$ cat src/rtl/carregador_matriz.sv
// Loader that packs signed matrix elements row-major for the determinant ALU,
// holds the matrix for the ALU latency and presents det/overflow on a valid/accept handshake.
module carregador_matriz #(
  parameter int LATENCIA_ULA = 1
) (
  input  logic         clk,
  input  logic         rst,
  input  logic [1:0]   tamanho_in,
  input  logic [7:0]   elem_in,
  input  logic         elem_valid,
  output logic         elem_ready,
  output logic [199:0] matriz,
  output logic [1:0]   tamanho_matriz,
  input  logic [7:0]   det_ula,
  input  logic         ovf_ula,
  output logic [7:0]   det_out,
  output logic         overflow_out,
  output logic         resultado_valido,
  input  logic         resultado_aceito,
  output logic         ocupado
);

  localparam int DATA_W   = 8;
  localparam int MAT_W    = 200;
  localparam int ESPERA_W = (LATENCIA_ULA < 2) ? 1 : $clog2(LATENCIA_ULA + 1);

  localparam logic [1:0] OCIOSO    = 2'd0;
  localparam logic [1:0] CARREGA   = 2'd1;
  localparam logic [1:0] AGUARDA   = 2'd2;
  localparam logic [1:0] RESULTADO = 2'd3;

  logic [1:0]                estado;
  logic [4:0]                cont_elem;
  logic [ESPERA_W-1:0]       cont_espera;
  logic [MAT_W-1:0]          matriz_p0;
  logic [1:0]                tamanho_p0;
  logic signed [DATA_W-1:0]  det_ula_s;
  logic signed [DATA_W-1:0]  det_p0;
  logic                      ovf_p0;
  logic                      vld_p0;
  logic                      transf;
  logic [4:0]                ultimo_idx;
  logic [7:0]                desloc;

  // Index of the last row-major element for each size code (N-1, N = (t+2)^2).
  function automatic logic [4:0] ultimo_elem(input logic [1:0] t);
    case (t)
      2'd0:    return 5'd3;
      2'd1:    return 5'd8;
      2'd2:    return 5'd15;
      default: return 5'd24;
    endcase
  endfunction

  assign elem_ready       = (estado == OCIOSO) || (estado == CARREGA);
  assign ocupado          = (estado != OCIOSO);
  assign transf           = elem_valid && elem_ready;
  assign ultimo_idx       = ultimo_elem(tamanho_p0);
  assign desloc           = {cont_elem, 3'b000};
  assign det_ula_s        = det_ula;

  assign matriz           = matriz_p0;
  assign tamanho_matriz   = tamanho_p0;
  assign det_out          = det_p0;
  assign overflow_out     = ovf_p0;
  assign resultado_valido = vld_p0;

  // Stage p0: element packing, ALU wait and result capture
  always_ff @(posedge clk or posedge rst) begin
    if (rst) begin
      estado      <= OCIOSO;
      cont_elem   <= '0;
      cont_espera <= '0;
      matriz_p0   <= '0;
      tamanho_p0  <= '0;
      det_p0      <= '0;
      ovf_p0      <= 1'b0;
      vld_p0      <= 1'b0;
    end else begin
      case (estado)
        OCIOSO: begin
          if (transf) begin
            tamanho_p0 <= tamanho_in;
            matriz_p0  <= {{(MAT_W-DATA_W){1'b0}}, elem_in};
            cont_elem  <= 5'd1;
            estado     <= CARREGA;
          end
        end
        CARREGA: begin
          if (transf) begin
            matriz_p0[desloc +: DATA_W] <= elem_in;
            cont_elem                   <= cont_elem + 5'd1;
            if (cont_elem == ultimo_idx) begin
              cont_espera <= '0;
              estado      <= AGUARDA;
            end
          end
        end
        AGUARDA: begin
          // The ALU output is settled LATENCIA_ULA cycles after the last matrix write.
          if (cont_espera == ESPERA_W'(LATENCIA_ULA)) begin
            det_p0 <= det_ula_s;
            ovf_p0 <= ovf_ula;
            vld_p0 <= 1'b1;
            estado <= RESULTADO;
          end else begin
            cont_espera <= cont_espera + ESPERA_W'(1);
          end
        end
        RESULTADO: begin
          if (resultado_aceito) begin
            vld_p0 <= 1'b0;
            estado <= OCIOSO;
          end
        end
        default: estado <= OCIOSO;
      endcase
    end
  end

endmodule

$ cat config.mk
export PLATFORM = sky130hd
export DESIGN_NAME = carregador_matriz
export DESIGN_NICKNAME = d
export VERILOG_FILES = /design/src/rtl/carregador_matriz.sv
export SDC_FILE = /design/constraint.sdc
export NUM_CORES = 1
export LEC_CHECK = 0
export ABC_AREA = 1
export CAP_MARGIN = 40
export CORE_MARGIN = 8
export CORE_UTILIZATION = 46
export CTS_CLUSTER_SIZE = 16
export DETAILED_ROUTE_END_ITERATION = 8
export GPL_TIMING_DRIVEN = 0
export PLACE_DENSITY = 0.84
export RECOVER_POWER = 25
export SYNTH_ARGS = -nofsm -noshare
export SYNTH_HDL_FRONTEND = slang
export SYNTH_SLANG_ARGS = --single-unit
$ cat constraint.sdc
create_clock -name clk -period 6.7 [get_ports clk]
set_input_delay 1.005 -clock clk [delete_from_list [all_inputs] [get_ports clk]]
set_output_delay 1.005 -clock clk [all_outputs]
set_load 0.01 [all_outputs]
* Yosys cells after proc, flatten, opt, wreduce, memory -nomap -nowiden
Cells that the tools add are included.
** Cells by class
- Add/subtract/negate cells :: 3
- Equality and inequality tests :: 11
- Shift-type cells :: 2
- Mux-type cells :: 21
- Reduce and logical (&&, ||, !) cells :: 14
** Operators with widths (number)
- $mux 200 :: 2
- $pmux 200 s2 :: 1
- $bwmux 200 :: 1
- $shift 8x10->200 const A :: 1
- $shiftx 8x10->200 :: 1
- $pmux 5 s3 :: 1
- $mux 2 :: 5
- $mux 5 :: 2
- $neg 8->10 :: 1
- $pmux 5 s2 :: 1
- $reduce_and 3->1 :: 3
- $ne 2x2->1 const B :: 4
- $pmux 2 s4 :: 1
- $reduce_bool 2->1 :: 4
- $eq 2x2->1 const B :: 3
- $add 5x1->5 const B :: 1
- $eq 5x5->1 :: 1
- $mux 1 :: 5
- $reduce_and 5->1 :: 1
- $eq 2x1->1 const B :: 2
- $logic_not 2->1 :: 2
- $pmux 1 s2 :: 2
- $reduce_and 2->1 :: 2
- $ne 2x1->1 const B :: 1
- other kinds (3) :: 3
** Word-level totals
- Bits in registers :: 220
- Input bits :: 23
- Output and inout port bits :: 214
- Word-level logic and storage cells :: 59

* Depth between registers and ports, before layout
- Word-level depth :: 6
- Depth in mapped cells :: 14
- Mapped depth without buffers :: 13

* Least setup slack after synthesis
No wires, ideal clock.
- Path kind :: flip-flop to flip-flop
- Start point :: register cont_elem[0]
- End point :: register matriz_p0[168] (netlist: matriz[168])
- Library setup time :: 0.118 ns
- Arrival :: 2.038 ns
- Required time :: 6.582 ns
- Path slack :: 4.544 ns
- Stages on the path, launching flop included :: 14
- Path buffers :: 1
- Period minus slack after synthesis :: 2.156 ns
- Cells stage by stage :: dfrtp_1 > inv_1 > buf_2 > ha_1 > inv_1 > nand2_1 > nand2_2 > inv_2 > nor2_1 > nand2_1 > nor2_1 > nand2_1 > nand3_1 > nand2_1
** Between the ends
- Cells in the longest elaborated chain, start to end :: 5
- Elaborated cells on any way between the ends :: 6
- Those cells by class :: 1 x add/sub; 2 x shift; 3 x mux
** RTL lines
- start: declaration :: RTL line 33 : logic [4:0] cont_elem;
- start signal: assignment :: RTL line 92 : cont_elem <= cont_elem + 5'd1;
- $neg 8->10 * :: RTL line 91 : matriz_p0[desloc +: DATA_W] <= elem_in;
- $shiftx 8x10->200 or $shift 8x10->200 (tied branches) :: RTL line 91
- $bwmux 200 * :: RTL line 91
- $mux 200 * :: RTL line 90 : if (transf) begin
- $pmux 200 s2 * :: RTL line 80 : case (estado)
- end signal: assignment :: RTL line 84 : matriz_p0 <= {{(MAT_W-DATA_W){1'b0}}, elem_in};
- end signal: indexed assignment :: RTL line 91
- end: declaration :: RTL line 35 : logic [MAT_W-1:0] matriz_p0;
Mark *: on every way between the ends. The rest lies on a longest branch, timed or not. The select of a mux whose other input is x is not followed.
A chain may end at the register's enable or synchronous reset.

==> flow_summary_export.csv <==
group,metric,value,unit
die,fp.coreArea,21900,um2
critical_path,startpoint_type,"primary input",
final_layout,post-route-util,62.7,%
yosys,syn_area,10300,um2
yosys,synth_area_leaders,"dfrtp_1 54%, nand2_1 15%, nand3_1 11%, nor2_1 3.9%, inv_1 2.7%",
sta,finalHoldViolCount,0,
sta,tightestPinTransition,2.05,ns
outcome,violations,"max-capacitance violations, max-slew violations",
sta,final_max_slew_viol_count,35,
sta,setup_viol,0,
final_layout,n_antenna_cell,0,
clock_tree,hold_buffers,0,
hold_path,hold_path_class,"register to register",
outcome,status,"finished, violations left",
place,post-dp-hpwl,26700,um
yosys,synth_top_area_share,53.7,%
power_and_ir_drop,peakVddDrop,0.292,mV
global_routing,antenna_found_initial,0,
final_layout,synthToLayoutAreaGrowth,33.7,%
die,die_x,165,um
clock_tree,clockBufferDepth,3,
drt,dr_total_vias,10040,
critical_path,cp-end-kind,"async pin",
yosys,postSynthCellCount,1241,
drt,postRouteAntennaNets,0,
drt,drc,0,
yosys,synth.most_common_cell,"nand2_1",
drt,wirelength,35100,um
yosys,synthDistinctLibCells,34,
sta,skew,0.0122,ns
yosys,synth_top_area_cell,"dfrtp_1",
critical_path,slowest_delay,1.54,ns
run,maxCapViolCount,1,
global_routing,grt_max_degree,40,
critical_path,crit_required,7.39,ns
sta,tns,0,ns
sta,finalCritPeriodShare,57.1,%
die,rows,54,
yosys,synth_ff_type,"dfrtp_1",
critical_path,criticalPathCategory,"primary input to async pin",
die,start_util,46.9,%
yosys,ys_async_sr_fraction,100,%
yosys,yosys_warnings,0,
drt,drt_first_pass_iters,7,
sta,fin_crit,3.83,ns
clock_tree,clkTransAtPathRegs,0.06,ns
critical_path,crit_arrival,4.51,ns
clock_tree,cts_buffers,23,
clock_tree,clock_latency,0.51,ns
yosys,ys_seq_elements,220,
sta,rsz0062_at_grt,"false",
final_layout,drive_above_1_share,7.04,%
yosys,syn_nets,1274,
place,gp_congestion,0.936,
global_routing,grt_pass1_wl,54400,um
die,die_area,27300,um2
drt,drt-initial-drc-count,917,
yosys,ys_top_cells_by_count,"406 x nand2_1, 222 x nand3_1, 220 x dfrtp_1",
drt,routed_via_density,5.58,
hold_path,hold_depth,2,
global_routing,grt_pass1_vias,9766,
yosys,synth_edf_count,0,
critical_path,path_cells,"dlygate4sd3_1 -> clkinvlp_2 -> clkbuf_1 -> buf_12 -> buf_12",
critical_path,cp_max_fo,35,
yosys,yosysSeqAreaShare,53.7,%
clock_tree,clk_root_buffer_cell,"clkbuf_16",
yosys,synth.avg_cell_area,8.27,um2
sta,slew_headroom,-36.9,%
die,io_pins,237,
place,io_buffers,236,
final_layout,nFillCells,1852,
drt,post_drt_wl_per_cell,19.5,um
die,fp.dieH,165,um
clock_tree,cts_tree,"built",
global_routing,grt_overflow,0,
clock_tree,clock_sinks,220,
critical_path,crit_top_cell,"buf_12",
clock_tree,cts_resized,0,
clock_tree,htree_levels,1,
final_layout,nNetsFinal,1541,
global_routing,grt_usage,25.2,%
sta,fmax,0.261,GHz
power_and_ir_drop,p_per_area,344,nW/um2
critical_path,slowest_stage,"clkbuf_1",
critical_path,r2r.worst_path.cells,10,
power_and_ir_drop,p_leak,6.88,nW
clock_tree,cts_setup_buffers,0,
## registers in the layout, summed over array words and instances (netlist names)
register	flops
tamanho_matriz	2
overflow_out	1
det_out	8
estado	2
cont_espera	1
matriz	200
resultado_valido	1
cont_elem	5
## cell type report
class | instances | area (um2) | share of cell area [%]
inverters | 82 | 309 | 2.25
plain buffers | 49 | 219 | 1.60
clock inverters | 7 | 35.0 | 0.255
multi-input cells | 890 | 4230 | 30.8
repair buffers | 242 | 2450 | 17.9
flip-flops and latches | 220 | 5510 | 40.1
clock buffers | 30 | 622 | 4.53
well taps | 280 | 350 | 2.55
## cells in the final DEF, fill, tap and decap left out, types with 23 or more instances in the layout
| cell | Yosys | layout |
|---|---|---|
| clkbuf_1 | 20 | 27 |
| clkbuf_16 | 0 | 23 |
| clkdlybuf4s50_1 | 0 | 234 |
| dfrtp_1 | 220 | 220 |
| inv_1 | 73 | 72 |
| nand2_1 | 406 | 407 |
| nand3_1 | 222 | 222 |
| nand4_1 | 40 | 40 |
| nor2_1 | 106 | 106 |
| o21ai_0 | 31 | 31 |
## report_power, final
group | switching (W) | internal [W]
combinational | 0.00141 | 0.000586
clock | 0.000503 | 0.000647
sequential | 0.000102 | 0.00147
## final timing paths
path	slack [ns]	end	startpoint
worst max-delay path	2.87	tamanho_matriz[0]	rst
worst min-delay path	0.47	matriz[18]	matriz[18]
worst max register to register	3.93	matriz[147]	cont_elem[0]
worst min register to register	0.47	matriz[18]	matriz[18]
max in group clk	3.52	matriz[46]	elem_valid
min in group asynchronous	1.28	matriz[15]	rst
## layer usage
layer	global-route usage [%]	share of wire (%)	vias to the layer above
met2	40.1	46	561
met4	9.13	3.7	0
met3	6.37	11	104
met1	33.0	40	4785
met5	0	0	-
li1	-	-	4590
## worst max-delay path, delay by kind of cell
| kind | cells | cell delay [ns] |
|---|---|---|
| buffers and inverters | 5 | 3.45 |
## stage by stage
stage	cells	power, W	setup WS [ns]	hold slack [ns]	cell area (um2)
after floorplan	1241	0.00278	2.83	0.486	10300
after global placement	1757	0.00350	1.23	0.455	13000
after detailed placement	1763	0.00354	3.14	0.459	13100
after CTS	1800	0.00470	3.63	0.474	13800
after global routing	1800	0.00495	2.36	0.500	13700
final	1800	0.00471	2.87	0.469	13700
## cell families after synthesis
group / Yosys count / share of synthesized area (%)
muxes: 10 / 1.10
DFF: 220 / 53.7
AOI/OAI and AO/OA: 52 / 2.63
adders and majority gates: 10 / 1.22
xor gates and xnor gates: 2 / 0.354
buffers and inverters: 131 / 5.13
and+or+nand+nor: 816 / 35.9
(Power assumes the default switching activity.)
